## src/rtl/gray_tracker.sv

```systemverilog
// Tracks a 3-bit Gray up/down counter. Each sampled code is checked as a legal single-bit step.
// Reports the binary position, the direction of the last step, and a saturating forward-wrap count.
module gray_tracker #(
  parameter int WRAP_W = 4
) (
  input  logic              Clk,
  input  logic              Reset,
  input  logic [2:0]        Gray,
  input  logic              Sample,
  input  logic              Clear,
  output logic [2:0]        Bin,
  output logic              Dir,
  output logic [WRAP_W-1:0] Wraps,
  output logic              Locked,
  output logic              Err
);

  typedef enum logic [1:0] {
    UNLOCKED = 2'd0,
    LOCKED   = 2'd1,
    ERROR    = 2'd2
  } state_t;

  localparam logic [WRAP_W-1:0] WRAPS_MAX = {WRAP_W{1'b1}};

  function automatic logic [2:0] conv(input logic [2:0] g);
    logic [2:0] b;
    b[2] = g[2];
    b[1] = b[2] ^ g[1];
    b[0] = b[1] ^ g[0];
    return b;
  endfunction

  state_t            state_q, state_d;
  logic [2:0]        prev_q, prev_d;
  logic [2:0]        bin_q, bin_d;
  logic              dir_q, dir_d;
  logic [WRAP_W-1:0] wraps_q, wraps_d;

  logic [2:0] new_bin;
  logic [2:0] step;

  assign new_bin = conv(Gray);
  // The step is measured against the last accepted code, so an illegal jump never moves the reference.
  assign step    = new_bin - conv(prev_q);

  always_comb begin
    state_d = state_q;
    prev_d  = prev_q;
    bin_d   = bin_q;
    dir_d   = dir_q;
    wraps_d = wraps_q;
    if (Clear) begin
      state_d = UNLOCKED;
      prev_d  = 3'd0;
      bin_d   = 3'd0;
      dir_d   = 1'b0;
      wraps_d = '0;
    end else if (Sample) begin
      case (state_q)
        UNLOCKED: begin
          prev_d  = Gray;
          bin_d   = new_bin;
          state_d = LOCKED;
        end
        LOCKED: begin
          if (step == 3'd1) begin
            prev_d = Gray;
            bin_d  = new_bin;
            dir_d  = 1'b1;
            if (bin_q == 3'd7 && wraps_q != WRAPS_MAX) begin
              wraps_d = wraps_q + WRAP_W'(1);
            end
          end else if (step == 3'd7) begin
            prev_d = Gray;
            bin_d  = new_bin;
            dir_d  = 1'b0;
          end else if (step != 3'd0) begin
            state_d = ERROR;
          end
        end
        default: state_d = ERROR;
      endcase
    end
  end

  always_ff @(posedge Clk or negedge Reset) begin
    if (!Reset) begin
      state_q <= UNLOCKED;
      prev_q  <= 3'd0;
      bin_q   <= 3'd0;
      dir_q   <= 1'b0;
      wraps_q <= '0;
    end else begin
      state_q <= state_d;
      prev_q  <= prev_d;
      bin_q   <= bin_d;
      dir_q   <= dir_d;
      wraps_q <= wraps_d;
    end
  end

  assign Bin    = bin_q;
  assign Dir    = dir_q;
  assign Wraps  = wraps_q;
  assign Locked = (state_q == LOCKED);
  assign Err    = (state_q == ERROR);

endmodule
```

## config.mk

```make
export PLATFORM = sky130hd
export DESIGN_NAME = gray_tracker
export DESIGN_NICKNAME = d
export VERILOG_FILES = /design/src/rtl/gray_tracker.sv
export SDC_FILE = /design/constraint.sdc
export NUM_CORES = 1
export LEC_CHECK = 0
export CELL_PAD_IN_SITES_DETAIL_PLACEMENT = 0
export CELL_PAD_IN_SITES_GLOBAL_PLACEMENT = 2
export CORE_UTILIZATION = 33
export CTS_CLUSTER_DIAMETER = 100
export DETAILED_ROUTE_END_ITERATION = 8
export HOLD_SLACK_MARGIN = 0.03
export PLACE_DENSITY = 0.92
export SYNTH_ARGS = -nofsm -noshare
export SYNTH_HDL_FRONTEND = slang
export SYNTH_SLANG_ARGS = --single-unit
```

## constraint.sdc

```tcl
create_clock -name Clk -period 5.1 [get_ports Clk]
set_clock_uncertainty 0.1 [all_clocks]
set_input_delay 0.765 -clock Clk [delete_from_list [all_inputs] [get_ports Clk]]
set_output_delay 0.765 -clock Clk [all_outputs]
set_load 0.03 [all_outputs]
```

# After elaboration in Yosys (flattened, before gate mapping)
# Cells that the tools add are included.
[word_totals]
out_inout_bits = 10
ff_bits = 13
[classes]
n_bitwise = 4
n_eq_ne = 10
n_reduce_logical = 13
mux = 26
add_sub_neg = 2
[ops]
columns = ["cell", "n"]
rows = [
  ["3-bit 2-to-1 mux", 8],
  ["4-bit 2-to-1 mux", 5],
  ["3-bit case mux with 2 select lines", 2],
  ["2-bit 2-to-1 mux", 5],
  ["3-bit nonzero test", 3],
  ["4-bit AND reduction", 2],
  ["2-bit nonzero test", 4],
  ["3-bit == test (second input constant)", 2],
  ["3-bit inequality test (second input constant)", 2],
  ["3-bit AND reduction", 2],
  ["1-bit 2-to-1 mux", 5],
  ["4-bit by 1-bit adder with 4-bit output (second input constant)", 1],
  ["4-bit by 2-bit inequality test with 1-bit output (second input constant)", 1],
  ["4-bit inequality test (second input constant)", 1],
  ["2-bit case mux with 2 select lines", 1],
  ["1-bit XOR", 4],
  ["3-bit by 1-bit == test with 1-bit output (second input constant)", 1],
  ["3-bit by 2-bit inequality test with 1-bit output (second input constant)", 1],
  ["3-bit subtractor", 1],
  ["2-bit by 1-bit == test with 1-bit output (second input constant)", 1],
  ["2-bit == test (second input constant)", 1],
  ["2-bit logical NOT", 1],
  ["1-bit logical AND", 1],
]

# Logic depth before layout (Yosys ltp)
[logic_depth]
ltp_word = 10
mapped_depth = 10

# Worst setup path before layout
# No wires, ideal clock.
[synth_path]
path_kind = "input port to flip-flop"
start = "in Gray[1]"
end = "reg bin_q[1], in the netlist Bin[1]"
t_required_ns = 4.880
stages = 9
arrival_ns = 3.013
slack_ns = 1.866
n_path_buf = 1
path_cell_list = "xnor2_1 xor2_1 ha_1 fa_1 buf_2 or2_2 a211o_1 a311o_1 o211a_1"
[synth_via]
elab_chain_len = 8
[synth_rtl]
columns = ["element", "line", "text"]
rows = [
  ["from (decl)", "8", "input logic [2:0] Gray,"],
  ["1-bit XOR (*)", "29", "b[1] = b[2] ^ g[1];"],
  ["1-bit XOR", "30", "b[0] = b[1] ^ g[0];"],
  ["3-bit subtractor", "45", "assign step = new_bin - conv(prev_q);"],
  ["3-bit by 1-bit == test with 1-bit output", "67", "if (step == 3'd1) begin"],
  ["3-bit 2-to-1 mux", "67", ""],
  ["3-bit case mux with 2 select lines", "60", "case (state_q)"],
  ["3-bit 2-to-1 mux", "59", "end else if (Sample) begin"],
  ["3-bit 2-to-1 mux", "53", "if (Clear) begin"],
  ["to (signal assigned)", "97", "bin_q <= bin_d;"],
  ["to (decl)", "36", "logic [2:0] bin_q, bin_d;"],
]
# Mark *: on every way between the ends. The rest lies on a longest branch, timed or not. The select of a mux whose other input is x is not followed.
# A chain may end at the register's enable or synchronous reset.

# Worst setup path in the final report
[layout_path]
start = "in Gray[2]"
end = "reg bin_q[1], in the netlist Bin[1]"
[layout_via]
elab_chain_len = 8
[layout_rtl]
columns = ["element", "line"]
rows = [
  ["1-bit XOR", "29"],
  ["1-bit XOR", "30"],
  ["3-bit subtractor", "45"],
  ["3-bit by 1-bit == test with 1-bit output", "67"],
  ["3-bit 2-to-1 mux", "67"],
  ["3-bit case mux with 2 select lines", "60"],
  ["3-bit 2-to-1 mux", "59"],
  ["3-bit 2-to-1 mux", "53"],
]
# Parallel ways exist; a longest one is shown, timed or not. The select of a mux whose other input is x is not followed.

==> flow_metrics.py <==
metrics = {
    "status": {
        "run_status": "completed",
    },
    "clock_tree": {
        "cts_max_level": 1,
        "clk_latency_ns": 0.27,
        "postCtsHoldBufs": 0,
        "clock_path_buffers": 2,
        "post_cts_buffers": 0,
        "cts_resized": 0,
        "clkSlewWorstSetupHoldPaths_ns": 0.07,
        "cts_sinks": 12,
        "numCtsBuffers": 3,
        "clk_root_buffer_cell": "clkbuf_4",
        "cts_tree": "yes",
    },
    "logic_synthesis": {
        "synth_seq_area_share_pct": 34.3,
        "yosysMostFrequentCell": "dfrtp_1",
        "syn-mean-instance-area_um2": 9.40,
        "ys_ff_latch": 12,
        "yosys-top-cells-count": "12 x dfrtp_1, 6 x nand3_1, 5 x a31oi_1, 5 x o21ai_0",
        "synth_top_area_share_pct": 34.3,
        "synth_enable_flop_cells": 0,
        "netlist_area_um2": 875,
        "yosys_warnings": 0,
        "async_reset_ff_share_pct": 100,
        "synthTopCellsByArea": "dfrtp_1 34%, o2111ai_1 4.0%, xor2_1 4.0%",
        "synth_fp_nets": 103,
        "syn_inst": 93,
        "ys.flop_type": "dfrtp_1",
        "yosys.area.top_type": "dfrtp_1",
        "synth.distinct_cells": 37,
    },
    "floorplanning": {
        "initial_core_util_pct": 35.0,
        "core.rowCount": 18,
        "die_w_um": 53.5,
        "io_pins": 17,
        "core_region_area_um2": 2500,
        "die_y_um": 53.5,
        "die-area_um2": 2860,
    },
    "worst_setup_path": {
        "crit_type": "in -> reg",
        "rr_worst_depth": 8,
        "worstReg2RegEnd": "Bin[1]",
        "r2r_slack_ns": 2.08,
        "end_kind": "flop",
        "r2r_start": "prev_q[2]",
        "worstPathArrival_ns": 3.76,
        "critPathRequiredTime_ns": 5.16,
        "crit_fanout": 9,
        "start_kind": "input pin",
    },
    "placement": {
        "hpwl_um": 1370,
        "port_buffers": 16,
        "dp_cells": 132,
        "gp_congestion": 0.725,
    },
    "global_route": {
        "grt_max_degree": 17,
        "antenna_found_initial": 0,
        "gr-total-overflow": 0,
        "grt_usage_pct": 16.4,
        "grt_pass1_wl_um": 3330,
        "grt_pass1_vias": 728,
    },
    "detailed_routing": {
        "drt_iter0_markers": 17,
        "finalWirelength_um": 1910,
        "vias": 759,
        "final_antenna_net_count": 0,
        "wl_per_cell_um": 14.1,
        "drtPass1Iterations": 4,
        "via_per_inst": 5.62,
        "drcViolationCount": 0,
    },
    "worst_hold_path": {
        "min_to": "state_q[1]",
        "hold_depth": 2,
        "hp-class": "reg -> reg",
        "hold_path.startpoint": "state_q[1]",
    },
    "pwr": {
        "totalPowerFinal_mw": 0.537,
        "peakVddDrop_v": 0.000286,
        "power.leakage_nw": 0.437,
        "p_per_area_nw_per_um2": 506,
    },
    "final_layout": {
        "drive_above_1_share_pct": 5.71,
        "antenna_cells": 0,
        "layout.cells.non_filler": 135,
        "area_growth_pct": 21.5,
        "nets": 117,
        "utilization_pct": 42.5,
    },
    "sta": {
        "fin_crit_sh_pct": 72.7,
        "slew_violations": 0,
        "setup-tns-final_ns": 0,
        "fmax_mhz": 270,
        "fin_crit_ns": 3.71,
        "hold_viol_final": 0,
        "rsz0062_at_grt": "false",
        "setup_viol": 0,
        "tightest_slew_ns": 0.564,
        "relSlewSlack_pct": 62.3,
    },
    "run": {
        "maxCapViolCount": 0,
    },
}
==> worst max path at each step <==
stage / endpoint / from / slack [ns] / depth (start not counted)
floorplan: Bin[1] / Gray[1] / 1.87 / 9
global placement: Wraps[3] / Gray[2] / 1.20 / 9
detailed placement: Bin[1] / Gray[2] / 1.14 / 9
CTS: Bin[1] / Gray[2] / 1.41 / 9
global route: Wraps[3] / Gray[2] / 1.18 / 9
finish: Bin[1] / Gray[2] / 1.39 / 9
==> area by class of cell <==
| type | instances | area (µm²) |
|---|---|---|
| fillers | 244 | 1440 |
| multi-input cells | 71 | 531 |
| flip-flops and latches | 12 | 300 |
| repair buffers | 16 | 160 |
| well taps | 30 | 37.5 |
| clock buffers | 3 | 22.5 |
| inverters | 3 | 11.3 |
==> stage by stage <==
step | worst slack, ns | hold WS [ns] | area (µm²)
finish | 1.39 | 0.469 | 1060
global route | 1.18 | 0.504 | 1060
CTS | 1.41 | 0.469 | 1060
detailed placement | 1.14 | 0.456 | 1040
global placement | 1.20 | 0.443 | 1040
floorplan | 1.87 | 0.369 | 875
==> cells by family after synthesis <==
family | after synthesis | synth area share [%]
and+or+nand+nor | 35 | 24.5
AOI/OAI and AO/OA | 23 | 18.2
DFF | 12 | 34.3
buffers and inverters | 10 | 5.01
xor gates and xnor gates | 8 | 10.6
adders and majority gates | 3 | 5.15
muxes | 2 | 2.29
==> sequential cells by signal, indices dropped and copies added, names as in the netlist <==
register,flops
Bin,2
Dir,1
Wraps,4
prev_q,3
state_q,2
==> power breakdown <==
part,leakage [nW],internal [mW],switching (mW)
combinational,0.261,0.134,0.202
sequential,0.163,0.114,0.0303
clock,0.0138,0.0273,0.0293
==> worst max-delay path, stage by stage <==
cell and delay (ns):
clkdlybuf4s50_1 0.51, xnor2_1 0.37, xor2_1 0.28, ha_1 0.21, fa_1 0.55, or2_2 0.34
a211o_1 0.30, a311o_1 0.31, o211a_1 0.12
==> layout by cell type (no fill, tap or decap), types with 2 or more instances in the layout <==
cell type,netlist,layout
mux2i_1,2,2
o21ai_0,5,5
ha_1,2,2
o2111ai_1,4,4
nand2b_1,4,4
nand3_1,6,6
or4_1,4,4
clkdlybuf4s50_1,0,16
inv_1,2,2
or3_1,2,2
dfrtp_1,12,12
xnor2_1,2,2
a31oi_1,5,5
nor2_1,4,4
a21oi_1,4,4
nor2b_1,3,3
xor2_1,4,4
nor3_1,3,3
nor3b_1,2,2
clkbuf_4,0,3
==> routing by layer <==
| layer | global-route usage [%] | part of all wire [%] | up-vias |
|---|---|---|---|
| met5 | 0 | 0 | - |
| met4 | 5.26 | 0.63 | 0 |
| met3 | 3.74 | 4.8 | 2 |
| met2 | 26.7 | 48 | 18 |
| met1 | 21.2 | 47 | 368 |
| li1 | - | - | 371 |
Power figures use the tool's default switching activity.
